--- src/rtl/dualmem_arb_pkg.sv ---
// Shared types and constants for the dual-port RAM port arbiter.
// Holds the arbiter state encoding, default widths, and the lock-counter
// width helper.
package dualmem_arb_pkg;

    localparam int unsigned AW_DEF       = 13;
    localparam int unsigned DW_DEF       = 8;
    localparam int unsigned MAX_LOCK_DEF = 16;

    typedef enum logic [1:0] {
        IDLE = 2'd0,
        OWN0 = 2'd1,
        OWN1 = 2'd2
    } arb_state_t;

    // Bits needed to hold a lock count from 0 up to max_lock inclusive.
    function automatic int unsigned lock_cnt_w(input int unsigned max_lock);
        return $clog2(max_lock + 1);
    endfunction

endpackage

--- src/rtl/dualmem_arb_rr2.sv ---
// Two-way pick with eligibility mask.
// Ports:
//   req_i     - raw requests {m1, m0}
//   mask_i    - masters allowed to win this cycle {m1, m0}
//   prefer1_i - tie-break: 1 picks m1, 0 picks m0 when both are eligible
//   gnt_o     - one-hot (or zero) grant {m1, m0}, combinational
module dualmem_arb_rr2 (
    input  logic [1:0] req_i,
    input  logic [1:0] mask_i,
    input  logic       prefer1_i,
    output logic [1:0] gnt_o
);

    logic [1:0] elig_c;

    // Single eligible master wins outright; a tie goes to the preferred one.
    always_comb begin
        elig_c = req_i & mask_i;
        gnt_o  = 2'b00;
        if (elig_c == 2'b11) begin
            gnt_o = prefer1_i ? 2'b10 : 2'b01;
        end else begin
            gnt_o = elig_c;
        end
    end

endmodule

--- src/rtl/dualmem_port_arb.sv ---
// Shares one port of a dual-port RAM between two masters.
// Round-robin tie-break in IDLE, with optional ownership lock bounded by
// MAX_LOCK consecutive grants when the other master is waiting.
// Build option: define DUALMEM_ARB_FIXED_PRIO_EN to make IDLE ties always go
// to m0 (locking and forced release behave the same).
// Ports:
//   clk, rst             - RAM clock, synchronous active-high reset
//   mX_req/lock/we/addr/wdata - master X request (held until mX_gnt)
//   mX_gnt               - combinational accept in the request cycle
//   mX_rvalid/rdata      - read data one cycle after a granted read
//   mem_en/we/addr/din   - RAM port controls, zero when nothing is granted
//   mem_dout             - RAM read data
module dualmem_port_arb
    import dualmem_arb_pkg::*;
#(
    parameter int unsigned AW       = AW_DEF,
    parameter int unsigned DW       = DW_DEF,
    parameter int unsigned MAX_LOCK = MAX_LOCK_DEF
) (
    input  logic          clk,
    input  logic          rst,
    input  logic          m0_req,
    input  logic          m0_lock,
    input  logic          m0_we,
    input  logic [AW-1:0] m0_addr,
    input  logic [DW-1:0] m0_wdata,
    output logic          m0_gnt,
    output logic          m0_rvalid,
    output logic [DW-1:0] m0_rdata,
    input  logic          m1_req,
    input  logic          m1_lock,
    input  logic          m1_we,
    input  logic [AW-1:0] m1_addr,
    input  logic [DW-1:0] m1_wdata,
    output logic          m1_gnt,
    output logic          m1_rvalid,
    output logic [DW-1:0] m1_rdata,
    output logic          mem_en,
    output logic          mem_we,
    output logic [AW-1:0] mem_addr,
    output logic [DW-1:0] mem_din,
    input  logic [DW-1:0] mem_dout
);

    localparam int unsigned CW = lock_cnt_w(MAX_LOCK);

    arb_state_t    state_q, state_d;
    logic [CW-1:0] lock_cnt_q, lock_cnt_d;
    logic [CW-1:0] cnt_inc_c;
    logic [1:0]    rvalid_q, rvalid_d;
    logic [1:0]    req_c, mask_c, gnt_c;
    logic          prefer1_c;
    logic          gnt_lock_c;
    logic          other_req_c;

`ifdef DUALMEM_ARB_FIXED_PRIO_EN
    // Set for one cycle after a forced release out of OWN0 so m1 gets its turn.
    logic fr_q, fr_d;
    assign prefer1_c = fr_q;
`else
    logic last_gnt_q, last_gnt_d;
    assign prefer1_c = ~last_gnt_q;
`endif

    assign req_c = {m1_req, m0_req};

    // Which masters may win: both in IDLE, only the owner while locked, none in reset.
    always_comb begin
        mask_c = 2'b00;
        if (!rst) begin
            case (state_q)
                IDLE:    mask_c = 2'b11;
                OWN0:    mask_c = 2'b01;
                OWN1:    mask_c = 2'b10;
                default: mask_c = 2'b00;
            endcase
        end
    end

    dualmem_arb_rr2 u_rr2 (
        .req_i     (req_c),
        .mask_i    (mask_c),
        .prefer1_i (prefer1_c),
        .gnt_o     (gnt_c)
    );

    // Next-state, lock counter and tie-break history.
    always_comb begin
        state_d    = state_q;
        lock_cnt_d = lock_cnt_q;
`ifdef DUALMEM_ARB_FIXED_PRIO_EN
        fr_d       = 1'b0;
`else
        last_gnt_d = last_gnt_q;
        if (gnt_c[0]) last_gnt_d = 1'b0;
        if (gnt_c[1]) last_gnt_d = 1'b1;
`endif
        gnt_lock_c  = gnt_c[1] ? m1_lock : m0_lock;
        other_req_c = (state_q == OWN0) ? m1_req : m0_req;
        // Saturating increment: count holds at MAX_LOCK while nobody else waits.
        cnt_inc_c   = (lock_cnt_q >= CW'(MAX_LOCK)) ? CW'(MAX_LOCK)
                                                    : lock_cnt_q + CW'(1);
        rvalid_d    = {gnt_c[1] & ~m1_we, gnt_c[0] & ~m0_we};

        case (state_q)
            IDLE: begin
                if ((|gnt_c) && gnt_lock_c) begin
                    state_d    = gnt_c[1] ? OWN1 : OWN0;
                    lock_cnt_d = CW'(1);
                end
            end
            OWN0, OWN1: begin
                if (!(|gnt_c) || !gnt_lock_c) begin
                    // Owner dropped its request or ended the burst.
                    state_d    = IDLE;
                    lock_cnt_d = '0;
                end else if ((cnt_inc_c == CW'(MAX_LOCK)) && other_req_c) begin
                    state_d    = IDLE;
                    lock_cnt_d = '0;
`ifdef DUALMEM_ARB_FIXED_PRIO_EN
                    fr_d       = (state_q == OWN0);
`endif
                end else begin
                    lock_cnt_d = cnt_inc_c;
                end
            end
            default: begin
                state_d    = IDLE;
                lock_cnt_d = '0;
            end
        endcase
    end

    always_ff @(posedge clk) begin
        if (rst) begin
            state_q    <= IDLE;
            lock_cnt_q <= '0;
            rvalid_q   <= 2'b00;
`ifdef DUALMEM_ARB_FIXED_PRIO_EN
            fr_q       <= 1'b0;
`else
            last_gnt_q <= 1'b1;
`endif
        end else begin
            state_q    <= state_d;
            lock_cnt_q <= lock_cnt_d;
            rvalid_q   <= rvalid_d;
`ifdef DUALMEM_ARB_FIXED_PRIO_EN
            fr_q       <= fr_d;
`else
            last_gnt_q <= last_gnt_d;
`endif
        end
    end

    // RAM port mux from the granted master.
    always_comb begin
        mem_we   = 1'b0;
        mem_addr = '0;
        mem_din  = '0;
        if (gnt_c[0]) begin
            mem_we   = m0_we;
            mem_addr = m0_addr;
            mem_din  = m0_wdata;
        end else if (gnt_c[1]) begin
            mem_we   = m1_we;
            mem_addr = m1_addr;
            mem_din  = m1_wdata;
        end
    end

    assign mem_en    = |gnt_c;
    assign m0_gnt    = gnt_c[0];
    assign m1_gnt    = gnt_c[1];
    assign m0_rvalid = rvalid_q[0];
    assign m1_rvalid = rvalid_q[1];
    assign m0_rdata  = rvalid_q[0] ? mem_dout : '0;
    assign m1_rdata  = rvalid_q[1] ? mem_dout : '0;

endmodule

--- config.mk ---
export PLATFORM = sky130hd
export DESIGN_NAME = dualmem_port_arb
export DESIGN_NICKNAME = d
export VERILOG_FILES = /design/src/rtl/dualmem_arb_pkg.sv /design/src/rtl/dualmem_arb_rr2.sv /design/src/rtl/dualmem_port_arb.sv
export SDC_FILE = /design/constraint.sdc
export NUM_CORES = 1
export LEC_CHECK = 0
export ABC_AREA = 1
export CORE_MARGIN = 2
export CORE_UTILIZATION = 28
export DETAILED_ROUTE_END_ITERATION = 8
export PLACE_DENSITY = 0.78
export SYNTH_ARGS = -nofsm -noshare
export SYNTH_HDL_FRONTEND = slang
export SYNTH_HIERARCHICAL = 1
export SYNTH_SLANG_ARGS = --single-unit
--- constraint.sdc ---
create_clock -name clk -period 1.8 [get_ports clk]
set_input_delay 0.36 -clock clk [delete_from_list [all_inputs] [get_ports clk]]
set_output_delay 0.36 -clock clk [all_outputs]
set_load 0.02 [all_outputs]
# Yosys cells after proc, flatten, opt, wreduce, memory -nomap -nowiden
# Index checks and enable logic that the tools add are counted.
dict set report classes {
  magnitude_cmp 1
  muxes 24
  reduce_logical 10
  add_sub_neg 1
  n_bitwise 5
  eq_ne 6
}
# cell count
set op_table {}
lappend op_table {{8-bit two-way mux} 4}
lappend op_table {{13-bit two-way mux} 2}
lappend op_table {{5-bit two-way mux} 4}
lappend op_table {{2-bit two-way mux} 7}
lappend op_table {{5-bit one-hot mux with 2 select lines} 1}
lappend op_table {{2-bit one-hot mux with 3 select lines} 1}
lappend op_table {{2-bit OR reduction} 3}
lappend op_table {{5-bit by 1-bit adder with 5-bit output (second input constant)} 1}
lappend op_table {{5-bit == test (second input constant)} 1}
lappend op_table {{5-bit >= comparator (second input constant)} 1}
lappend op_table {{2-bit == test (second input constant)} 2}
lappend op_table {{1-bit two-way mux} 4}
lappend op_table {{2-bit one-hot mux with 2 select lines} 1}
lappend op_table {{3-bit != test (second input constant)} 1}
lappend op_table {{1-bit bitwise AND} 2}
lappend op_table {{2-bit bitwise AND} 1}
lappend op_table {{2-bit by 1-bit == test with 1-bit output (second input constant)} 1}
lappend op_table {{1-bit logical AND} 2}
lappend op_table {{1-bit logical NOT} 2}
lappend op_table {{2-bit logical NOT} 1}
lappend op_table {{2-bit != test (second input constant)} 1}
lappend op_table {{1-bit NOT} 2}
lappend op_table {{2-bit AND reduction} 1}
lappend op_table {{1-bit logical OR} 1}
dict set report word_totals {
  reg_bits 10
  output_inout_bits 43
  inputBits 58
}

# Depth between registers and ports, before layout
# Gate-level depths: netlist of run 1.
dict set report depth {
  word_depth 11
  ltp_mapped 17
  depth_no_buf 17
}

# Cells and area by module
# Netlist of run 1, hierarchy kept.
# mod seq_area_each_um2 area_each_um2 cells_per_inst n_inst
set modules_own_cells {}
lappend modules_own_cells {dualmem_port_arb 200.2 1064.8 201 1}
lappend modules_own_cells {dualmem_arb_rr2 0.0 31.3 8 1}

# Worst setup path before layout of run 1
# No wires, ideal clock.
dict set report synth_path {
  kind {register -> output}
  start {register state_q[0]}
  end {output mem_addr[10]}
  path_stages_with_launch 12
  setup_slack_ps -574
  n_path_buf 2
  arrival_ps 2014
  t_required_ps 1440
  path_cell_list {dfxtp_1 inv_1 ha_1 inv_1 a211oi_1 nand2_1 nor2_1 nor2_1 buf_2 buf_1 nand3_1 nand2_1}
}
dict set report synth_via {
  elab_chain_len 8
  word_cells_on_any_way 10
  classes_between {eq/ne (3); mux (5); bitwise (1); reduce/logical (1)}
}
# element line
set synth_lines {}
lappend synth_lines {{start, declared} dualmem_port_arb.sv:47} ;# arb_state_t state_q, state_d;
lappend synth_lines {{start signal, assigned} dualmem_port_arb.sv:145} ;# state_q <= state_d;
lappend synth_lines {{2-bit == test (tied with other cells)} dualmem_port_arb.sv:71} ;# case (state_q)
lappend synth_lines {{2-bit one-hot mux with 3 select lines *} dualmem_port_arb.sv:71}
lappend synth_lines {{2-bit two-way mux *} dualmem_port_arb.sv:70} ;# if (!rst) begin
lappend synth_lines {{net mask_c[0]} dualmem_port_arb.sv:51} ;# logic [1:0] req_c, mask_c, gnt_c;
lappend synth_lines {{2-bit bitwise AND *} dualmem_arb_rr2.sv:18} ;# elig_c = req_i & mask_i;
lappend synth_lines {{2-bit == test *} dualmem_arb_rr2.sv:20} ;# if (elig_c == 2'b11) begin
lappend synth_lines {{2-bit two-way mux *} dualmem_arb_rr2.sv:20}
lappend synth_lines {{net m1_gnt} dualmem_port_arb.sv:35} ;# output logic m1_gnt,
lappend synth_lines {{13-bit two-way mux *} dualmem_port_arb.sv:165} ;# end else if (gnt_c[1]) begin
lappend synth_lines {{13-bit two-way mux *} dualmem_port_arb.sv:161} ;# if (gnt_c[0]) begin
lappend synth_lines {{end, declared} dualmem_port_arb.sv:40} ;# output logic [AW-1:0] mem_addr,
# The timed path passes the listed nets; every way through them passes the cells marked *.

# Worst setup path after layout of run 1
dict set report layout_path {
  start {register state_q[1]}
  end {output mem_din[0]}
}
dict set report layout_via {
  elab_chain_len 8
  word_cells_on_any_way 10
  classes_between {eq/ne (3); mux (5); bitwise (1); reduce/logical (1)}
}
# element line
set layout_lines {}
lappend layout_lines {{2-bit == test (tied with other cells)} dualmem_port_arb.sv:71}
lappend layout_lines {{2-bit one-hot mux with 3 select lines *} dualmem_port_arb.sv:71}
lappend layout_lines {{2-bit two-way mux *} dualmem_port_arb.sv:70}
lappend layout_lines {{net mask_c[0]} dualmem_port_arb.sv:51}
lappend layout_lines {{2-bit bitwise AND *} dualmem_arb_rr2.sv:18}
lappend layout_lines {{2-bit == test} dualmem_arb_rr2.sv:20}
lappend layout_lines {{2-bit two-way mux *} dualmem_arb_rr2.sv:20}
lappend layout_lines {{8-bit two-way mux} dualmem_port_arb.sv:165}
lappend layout_lines {{8-bit two-way mux *} dualmem_port_arb.sv:161}
lappend layout_lines {{end, declared} dualmem_port_arb.sv:41} ;# output logic [DW-1:0] mem_din,
# Marks and branches as above.

==> results.yml, run 1 <==
layout:
  finish.net_count: 392
  layout.filler_cells: 311
  multi_input_area_um2: 885
  antenna_cells_inserted: 0
  flow.area_growth_from_synthesis_pct: 137
  post_route_cells_drive_above_1_share_pct: 33.8
  regArea_um2: 208
status:
  violations: "negative setup slack"
  outcome: "finished with violations"
synth:
  postSynthAreaPerCell_um2: 5.24
  synth-warning-count: 6
  cell_type_with_the_highest_aggregate_area_in_the_netlist: "sky130_fd_sc_hd__nand2_1"
  syn_nets: 272
  synth.area.top_cells: "sky130_fd_sc_hd__nand2_1 28%, sky130_fd_sc_hd__dfxtp_1 18%, sky130_fd_sc_hd__nand3_1 14%"
  ys_seq_elements: 10
  netlist_instances: 209
  cell_variety_after_synth: 22
  synth.top_cell.area_share_pct: 27.7
  post_synth_instance_area_um2: 1100
  synth_sequential_area_ratio_pct: 18.3
die:
  chipWidth_um: 66.6
  io_pins: 101
  die_h_um: 66.6
  initial_core_utilization_pct: 29.5
  core-area_um2: 3720
  fp-row-count: 22
  floorplan.die_area_um2: 4430
timing:
  layout_worst_path_cycle_share_pct: 127
  slew_violations: 0
  setup_repair_after_global_routing_missed_its_margin: "true"
  timing_hold_violations_final: 0
  post-route-min-period_ns: 2.29
  fin_hold_ws_ns: 0.505
  timing.clock.skew_ns: 0.000439
  finalSetupViolations: 32
  timing.setup.tns_ns: -13.76
  worstMarginPinSlew_ns: 0.306
  max_freq_mhz: 437
  slew_headroom_pct: 79.6
  final.setup.worst_slack_ns: -0.489
clocking:
  clkTransAtPathRegs_ns: 0.05
  clockBufferDepth: 2
  cts.htree.levels: 1
  insertion_delay_ns: 0.23
  cts_tree: "yes"
  clock_tree.root_cell: "sky130_fd_sc_hd__clkbuf_8"
  clock_sinks: 10
  cts-hold-fix-buffers: 0
  numCtsBuffers: 3
placement:
  numPortBuffers: 100
  finalWeightedCongestion: 0.878
  hpwlAfterDp_mm: 3.39
run:
  max-cap-violations: 0
grt:
  grt_antenna_before_repair: 0
  maximum_number_of_pins_on_one_net_before_global_route_repair: 26
  vias_in_the_first_global_route: 1630
  gr-total-overflow: 0
  global_route.usage.total_pct: 19.2
  global_route_wire_length_before_repair_mm: 6.64
routing:
  wire_per_inst_um: 12.5
  route.antenna.remaining_nets: 0
  remaining_drc_errors: 0
  vias_per_instance: 4.62
  vias: 1736
  routed_wirelength_mm: 4.71
  detail_route.iter0.violations: 50
  detailedRoute.firstPassIterationCount: 4
setup_path:
  cpMaxStageDelayCell: "sky130_fd_sc_hd__dfxtp_2"
  critPathCaptureType: "primary output"
  critPathMaxFanout: 6
  most_frequent_cell_on_critical_path: "sky130_fd_sc_hd__nor2_4"
  crit_path_max_incr_delay_ns: 0.34
  timing.setup.critical_path_class: "reg -> out"
  cp_cell_sequence: "inv_4 -> ha_4 -> inv_2 -> a211oi_2 -> nand2_1 -> buf_6 -> nor2_4 -> nor2_4 -> clkbuf_16 -> nand3_1 -> nand2_2 -> buf_4"
  cp.arrival_ns: 1.93
  crit_buf_inv: 5
  startpoint_type: "flip-flop"
  crit_required_ns: 1.44
  path_delay_family: "buffers and inverters"
pwr:
  power.density_cell_area_nw_per_um2: 896
  power.leakage_nw: 1.40
  ir_worst_vdd_mv: 0.411
worst_hold_path:
  worst_hold_path_type: "reg -> reg"
stage by stage:
stage | setup WS (ns) | cell area [um2] | std cells | power [mW] | util, %
floorplan | -0.151 | 1200 | 209 | 1.14 | -
global placement | -0.908 | 2360 | 367 | 1.78 | 63.6
detailed placement | -0.909 | 2360 | 367 | 1.80 | 63.6
CTS | -0.426 | 2320 | 371 | 2.04 | 62.5
global route | -0.597 | 2600 | 376 | 2.50 | 70.0
finish | -0.489 | 2600 | 376 | 2.33 | 70.0
cell usage in the layout (no fill, tap or decap), types with 5 or more instances in the layout:
cell type	count
sky130_fd_sc_hd__clkdlybuf4s50_1	58
sky130_fd_sc_hd__nand2_1	55
sky130_fd_sc_hd__inv_1	31
sky130_fd_sc_hd__nand2_2	25
sky130_fd_sc_hd__buf_4	24
sky130_fd_sc_hd__nand3_1	22
sky130_fd_sc_hd__buf_6	16
sky130_fd_sc_hd__dlygate4sd2_1	16
sky130_fd_sc_hd__nor2_1	10
sky130_fd_sc_hd__nand3_2	7
sky130_fd_sc_hd__dfxtp_1	6
sky130_fd_sc_hd__inv_4	5
sky130_fd_sc_hd__a21oi_1	5
sky130_fd_sc_hd__nand4_1	5
sky130_fd_sc_hd__buf_2	5
layer usage:
layer | part of all wire, % | global-route usage, % | vias to the layer above
met2 | 53 | 34.5 | 83
met5 | 0 | 0 | -
li1 | - | - | 878
met3 | 7.6 | 4.56 | 8
met1 | 37 | 21.6 | 767
met4 | 1.8 | 7.40 | 0
logic make-up after synthesis:
logic type | count (synthesis) | share of synthesized area [%]
adders and majority gates | 5 | 5.71
DFF | 10 | 18.3
buffers and inverters | 50 | 17.5
AOI/OAI and AO/OA | 9 | 4.57
and+or+nand+nor | 135 | 54.0
where the power goes:
part,internal (mW),switching [mW]
combinational,0.833,0.894
sequential,0.267,0.0521
clock,0.193,0.0927
total,1.29,1.04
worst reg2reg max path, delay by kind of cell (launching register included):
| kind | cells | cell delay, ns |
|---|---|---|
| simple gates | 10 | 0.95 |
| buf+inv | 5 | 0.54 |
| flops | 1 | 0.34 |
| compound gates | 1 | 0.21 |
| fa+ha+maj | 1 | 0.14 |
repair_timing:
action	in CTS	in global routing
setup buffers	0	2
pin swaps	2	13
gates cloned	0	3
gates resized for setup	129	59
setup endpoints to repair	49	35
sequential cells by signal, summed over array words and instances (netlist names):
name	cells
rvalid_q	2
state_q	2
last_gnt_q	1
lock_cnt_q	5
synth_stat cells, drive strengths merged:
| library cell | count |
|---|---|
| nand3 | 32 |
| nor3 | 2 |
| a211oi | 1 |
| clkbuf | 7 |
| dfxtp | 10 |
| inv | 40 |
| o211ai | 1 |
| o21ai | 2 |
| nor2 | 13 |
| a21oi | 5 |
| buf | 3 |
| nand2 | 83 |
| ha | 5 |
| nand4 | 5 |
path summary, 6_finish.rpt:
check | from | to | slack (ns) | depth (start not counted)
setup / recovery | state_q[1]$_SDFFE_PP0P_ | mem_din[0] | -0.49 | 12
hold / removal | lock_cnt_q[3]$_SDFFE_PP0P_ | lock_cnt_q[3]$_SDFFE_PP0P_ | 0.51 | 2
setup reg to reg | state_q[1]$_SDFFE_PP0P_ | state_q[1]$_SDFFE_PP0P_ | -0.46 | 17
hold reg to reg | lock_cnt_q[3]$_SDFFE_PP0P_ | lock_cnt_q[3]$_SDFFE_PP0P_ | 0.51 | 2
final cells by class:
| class | count | area share, % |
|---|---|---|
| Clock buffer | 4 | 2.12 |
| Inverter | 40 | 6.54 |
| Multi-Input combinational cell | 149 | 34.0 |
| Sequential cell | 10 | 7.98 |
| Tap cell | 48 | 2.31 |
| Timing Repair Buffer | 125 | 47.0 |
Power figures use the tool's default switching activity.
==> run 2: changes to the inputs <==
- clock period: 1.8 -> 2.1 ns (I/O delays scaled with it)
==> results.yml, run 2 (synthesis gave the netlist of run 1 again) <==
pwr:
  power.share.combinational_pct: 75.1
  ir_worst_vdd_mv: 0.436
  p_seq_share_pct: 13.3
  cellInternalPower_mw: 1.18
  power.leakage_nw: 1.34
  power_switching_share_pct: 45.6
  switching_power_mw: 0.986
  power.density_cell_area_nw_per_um2: 773
  clock_power_share_pct: 11.6
layout:
  leading_cell_type_in_the_layout_fill_and_taps_excluded: "sky130_fd_sc_hd__clkdlybuf4s50_1"
  fin_cells: 372
  regMostFlops: "lock_cnt_q"
  antenna_cells_inserted: 0
  biggestRegsByFlops: "lock_cnt_q x5, rvalid_q x2, state_q x2"
  largest_register_ff_count: 5
  flow.area_growth_from_synthesis_pct: 155
  post_route_cells_drive_above_1_share_pct: 42.9
  stdcell_area_um2: 2800
  finish.net_count: 388
  layout.cells.most_common_list: "74 x sky130_fd_sc_hd__clkdlybuf4s50_1, 43 x sky130_fd_sc_hd__nand2_2, 35 x sky130_fd_sc_hd__nand2_1, 31 x sky130_fd_sc_hd__inv_1, 30 x sky130_fd_sc_hd__buf_6"
clocking:
  clkTransAtPathRegs_ns: 0.05
  numCtsBuffers: 3
  clock_sinks: 10
  clockBufferDepth: 2
  clock_tree.root_cell: "sky130_fd_sc_hd__clkbuf_8"
  cts.htree.levels: 1
  cts_tree: "yes"
  insertion_delay_ns: 0.25
grt:
  maximum_number_of_pins_on_one_net_before_global_route_repair: 26
  global_route.usage.total_pct: 19.5
  global_route_wire_length_before_repair_mm: 6.61
  vias_in_the_first_global_route: 1484
  gr-total-overflow: 0
  grt_antenna_before_repair: 0
placement:
  numPortBuffers: 100
  finalWeightedCongestion: 0.875
  dpl_worst_slack_ns: -0.722
  dpl_cell_area_um2: 2280
  hpwlAfterDp_mm: 3.13
  cell_count_after_placement: 359
routing:
  wire_per_inst_um: 13.8
  detail_route.iter0.violations: 62
  remaining_drc_errors: 0
  vias_per_instance: 4.68
  route.antenna.remaining_nets: 0
  vias: 1742
  routed_wirelength_mm: 5.13
  detailedRoute.firstPassIterationCount: 4
timing:
  finalSetupViolations: 32
  layout_worst_path_cycle_share_pct: 109
  slew_headroom_pct: 81.1
  timing.setup.tns_ns: -4.73
  final.setup.worst_slack_ns: -0.199
  max_freq_mhz: 435
  setup_repair_after_global_routing_missed_its_margin: "true"
  timing.clock.skew_ns: 0.00182
  post-route-min-period_ns: 2.30
  slew_violations: 0
  timing_hold_violations_final: 0
  worstMarginPinSlew_ns: 0.284
die:
  die_h_um: 66.6
  initial_core_utilization_pct: 29.5
  core-area_um2: 3720
  fp-row-count: 22
  floorplan.die_area_um2: 4430
  io_pins: 101
  chipWidth_um: 66.6
status:
  outcome: "finished with violations"
  violations: "negative setup slack"
setup_path:
  startpoint_type: "flip-flop"
  critPathCaptureType: "primary output"
  critPathMaxFanout: 6
  crit-reg2reg-launch: "state_q[0]$_SDFFE_PP0P_"
  worstRegToRegCells: 18
  cp-startpoint: "state_q[0]$_SDFFE_PP0P_"
  timing.setup.critical_path_class: "reg -> out"
  cp.arrival_ns: 1.88
  crit_required_ns: 1.68
worst_hold_path:
  hold_depth: 2
  worst_hold_path_type: "reg -> reg"
  worst_hold_startpoint: "lock_cnt_q[3]$_SDFFE_PP0P_"
run:
  max-cap-violations: 0
[run 2: cell count changes in the layout (fill, tap and decap cells not counted), moves of 5 or more]
cell                              before  now
sky130_fd_sc_hd__nand2_1              55   35
sky130_fd_sc_hd__nand3_1              22   11
sky130_fd_sc_hd__nand2_2              25   43
sky130_fd_sc_hd__clkdlybuf4s50_1      58   74
sky130_fd_sc_hd__buf_2                 5    0
sky130_fd_sc_hd__nand3_2               7   18
sky130_fd_sc_hd__dlygate4sd2_1        16    1
sky130_fd_sc_hd__buf_6                16   30
sky130_fd_sc_hd__buf_4                24   10
[run 2: power by group through the flow]
stage / Clock, mW / Sequential [mW] / Combinational, mW
after global placement: 0 / 0.258 / 1.18
after global routing: 0.264 / 0.291 / 1.73
after CTS: 0.257 / 0.286 / 1.39
after floorplan: 0 / 0.248 / 0.687
final: 0.250 / 0.287 / 1.63
after detailed placement: 0 / 0.260 / 1.19
[run 2: area by class of cell]
cell class / count / area (um2)
clock buffer: 4 / 55.1
multi-input combinational: 149 / 1010
tap: 48 / 60.1
timing repair buffer: 121 / 1280
fill: 266 / 918
inverter: 40 / 183
sequential: 10 / 208
[run 2: critical path: stages (launching register included)]
cell and delay [ns]:
sky130_fd_sc_hd__dfxtp_4 0.40, sky130_fd_sc_hd__inv_4 0.05, sky130_fd_sc_hd__ha_4 0.16, sky130_fd_sc_hd__inv_2 0.06, sky130_fd_sc_hd__a211oi_2 0.05, sky130_fd_sc_hd__nand2_1 0.10
sky130_fd_sc_hd__nor2_2 0.06, sky130_fd_sc_hd__nor2_4 0.22, sky130_fd_sc_hd__clkbuf_16 0.21, sky130_fd_sc_hd__nand3_2 0.08, sky130_fd_sc_hd__nand2_2 0.09, sky130_fd_sc_hd__buf_6 0.12
[run 2: per-stage QoR]
step	hold slack, ns	util [%]	power (mW)
floorplan	0.470	-	0.935
global placement	0.491	61.4	1.44
detailed placement	0.496	61.4	1.45
CTS	0.504	67.6	1.94
global route	0.551	75.3	2.29
finish	0.512	75.3	2.16
[run 2: final timing paths]
path	endpoint	slack [ns]
setup reg to reg	state_q[1]$_SDFFE_PP0P_	-0.12
hold / removal	lock_cnt_q[3]$_SDFFE_PP0P_	0.51
hold reg to reg	lock_cnt_q[3]$_SDFFE_PP0P_	0.51
setup / recovery	mem_addr[0]	-0.20
[run 2: metal layers]
metal  share of wire (%)  up-vias  track usage [%]  wire (um)
met5                   0        -                0          0
met4                 1.3        0             5.87         65
met3                 6.7        7             5.91        346
met2                  54       97             33.8       2760
met1                  38      764             23.0       1960
li1                    -      874                -          -
[run 2: timing repair]
action | CTS | global route
pin swaps | 5 | 21
gates cloned | 2 | 3
gates resized for setup | 192 | 52
hold buffers | 0 | 0
setup endpoints to repair | 32 | 32
setup buffers | 1 | 3
==> run 3: changes to the inputs <==
- CTS_BUF_LIST: default -> sky130_fd_sc_hd__clkbuf_16
- CTS_CLUSTER_DIAMETER: default -> 120
==> results.yml, run 3 (synthesis gave the netlist of run 1 again) <==
setup_path:
  crit_required_ns: 1.68
  crit-reg2reg-launch: "state_q[1]$_SDFFE_PP0P_"
  worstReg2RegEnd: "state_q[1]$_SDFFE_PP0P_"
  r2r_slack_ns: -0.23
  startpoint_type: "flip-flop"
  critPathCaptureType: "primary output"
  crit_path_end: "mem_din[5]"
  critPathMaxFanout: 6
  worstRegToRegCells: 17
  timing.setup.critical_path_class: "reg -> out"
  cp-startpoint: "state_q[1]$_SDFFE_PP0P_"
  cp.arrival_ns: 1.93
timing:
  worstMarginPinSlew_ns: 0.286
  slew_headroom_pct: 80.9
  finalSetupViolations: 32
  fin_hold_ws_ns: 0.515
  timing.clock.skew_ns: 0.000524
  setup_repair_after_global_routing_missed_its_margin: "true"
  post-route-min-period_ns: 2.35
  max_freq_mhz: 426
  slew_violations: 0
  timing_hold_violations_final: 0
  final.setup.worst_slack_ns: -0.249
  layout_worst_path_cycle_share_pct: 112
clocking:
  insertion_delay_ns: 0.24
  cts-hold-fix-buffers: 0
  clkTransAtPathRegs_ns: 0.04
  clock_sinks: 10
  clockBufferDepth: 2
  numCtsBuffers: 3
  cts_tree: "yes"
  cts.htree.levels: 1
  clock_tree.root_cell: "sky130_fd_sc_hd__clkbuf_16"
placement:
  cell_count_after_placement: 359
  finalWeightedCongestion: 0.875
  dpl_worst_slack_ns: -0.722
  numPortBuffers: 100
  hpwlAfterDp_mm: 3.13
layout:
  largest_register_ff_count: 5
  fin_cells: 376
  antenna_cells_inserted: 0
  finish.net_count: 392
  layout.filler_cells: 273
  regMostFlops: "lock_cnt_q"
  leading_cell_type_in_the_layout_fill_and_taps_excluded: "sky130_fd_sc_hd__clkdlybuf4s50_1"
  flow.area_growth_from_synthesis_pct: 153
  post_route_cells_drive_above_1_share_pct: 37.8
  biggestRegsByFlops: "lock_cnt_q x5, rvalid_q x2, state_q x2"
  layout.cells.most_common_list: "74 x sky130_fd_sc_hd__clkdlybuf4s50_1, 55 x sky130_fd_sc_hd__nand2_1, 31 x sky130_fd_sc_hd__inv_1, 28 x sky130_fd_sc_hd__buf_6, 24 x sky130_fd_sc_hd__nand2_2"
pwr:
  power.leakage_nw: 1.35
  finalPower_mw: 2.26
  power.density_cell_area_nw_per_um2: 815
  ir_worst_vdd_mv: 0.534
grt:
  global_routing_usage_on_met2_pct: 37.1
  maximum_number_of_pins_on_one_net_before_global_route_repair: 25
  grt.met1_usage_pct: 24.7
  global_route_wire_length_before_repair_mm: 7.02
  grt_busiest_layer: "met2"
  grt.met3_usage_pct: 5.74
  gr-total-overflow: 0
  global_route.usage.total_pct: 20.8
  vias_in_the_first_global_route: 1511
  grt_antenna_before_repair: 0
die:
  die_h_um: 66.6
  fp-row-count: 22
  core-area_um2: 3720
  io_pins: 101
  initial_core_utilization_pct: 29.5
  chipWidth_um: 66.6
  floorplan.die_area_um2: 4430
routing:
  vias_per_instance: 4.63
  route.antenna.remaining_nets: 0
  routed_wirelength_mm: 5.05
  detailedRoute.firstPassIterationCount: 4
  vias: 1742
  wire_per_inst_um: 13.4
  remaining_drc_errors: 0
  detail_route.iter0.violations: 98
worst_hold_path:
  worst_hold_path_type: "reg -> reg"
run:
  max-cap-violations: 0
status:
  violations: "negative setup slack"
  outcome: "finished with violations"
==> run 3: stage by stage <==
stage               setup TNS, ns  util (%)  instance area, um2
floorplan                       0         -                1170
global placement           -17.27      61.4                2280
detailed placement         -18.76      61.4                2280
CTS                         -3.12      71.0                2640
global route                -7.38      74.7                2780
finish                      -5.62      74.7                2780
==> run 3: critical path, cell delays in order (launching register included) <==
cell and delay (ns):
sky130_fd_sc_hd__dfxtp_4 0.36, sky130_fd_sc_hd__inv_6 0.07, sky130_fd_sc_hd__ha_4 0.15, sky130_fd_sc_hd__inv_4 0.03, sky130_fd_sc_hd__a211oi_2 0.19, sky130_fd_sc_hd__nand2_1 0.12
sky130_fd_sc_hd__nor2_2 0.16, sky130_fd_sc_hd__nor2_4 0.07, sky130_fd_sc_hd__buf_6 0.13, sky130_fd_sc_hd__buf_6 0.13, sky130_fd_sc_hd__nand3_2 0.08, sky130_fd_sc_hd__nand2_2 0.06
sky130_fd_sc_hd__buf_6 0.13
==> run 3: routing by layer <==
| metal | wire length [um] | up-vias |
|---|---|---|
| met3 | 407 | 10 |
| met1 | 1920 | 756 |
| met2 | 2640 | 91 |
| li1 | - | 885 |
| met5 | 0 | - |
| met4 | 85 | 0 |
==> run 3: power breakdown <==
group | total [mW] | switching, mW | internal (mW)
Combinational | 1.62 | 0.841 | 0.779
Sequential | 0.291 | 0.0578 | 0.234
Clock | 0.350 | 0.0992 | 0.250
==> run 3: layout make-up <==
cell class	count	area [um2]	area share, %
Clock buffer	3	75.1	2.71
Clock inverter	1	3.75	0.135
Inverter	40	190	6.85
Multi-Input combinational cell	149	971	35.0
Sequential cell	10	208	7.48
Tap cell	48	60.1	2.16
Timing Repair Buffer	125	1270	45.7
==> run 3: timing repair <==
item	CTS	global route
hold endpoints to repair	0	0
endpoints found under the setup margin	32	32
cloned	4	1
setup buffers	2	7
pin swaps	9	10
gates resized for setup	198	24
==> run 3: how the worst min path moves through the flow <==
stage	start	end	slack [ns]	cells after the start
final	lock_cnt_q[3]$_SDFFE_PP0P_	lock_cnt_q[3]$_SDFFE_PP0P_	0.51	2
after global routing	lock_cnt_q[3]$_SDFFE_PP0P_	lock_cnt_q[3]$_SDFFE_PP0P_	0.55	2
after CTS	lock_cnt_q[3]$_SDFFE_PP0P_	lock_cnt_q[3]$_SDFFE_PP0P_	0.50	2
after detailed placement	lock_cnt_q[3]$_SDFFE_PP0P_	lock_cnt_q[3]$_SDFFE_PP0P_	0.50	2
after global placement	lock_cnt_q[3]$_SDFFE_PP0P_	lock_cnt_q[3]$_SDFFE_PP0P_	0.49	2
after floorplan	lock_cnt_q[3]$_SDFFE_PP0P_	lock_cnt_q[3]$_SDFFE_PP0P_	0.47	2
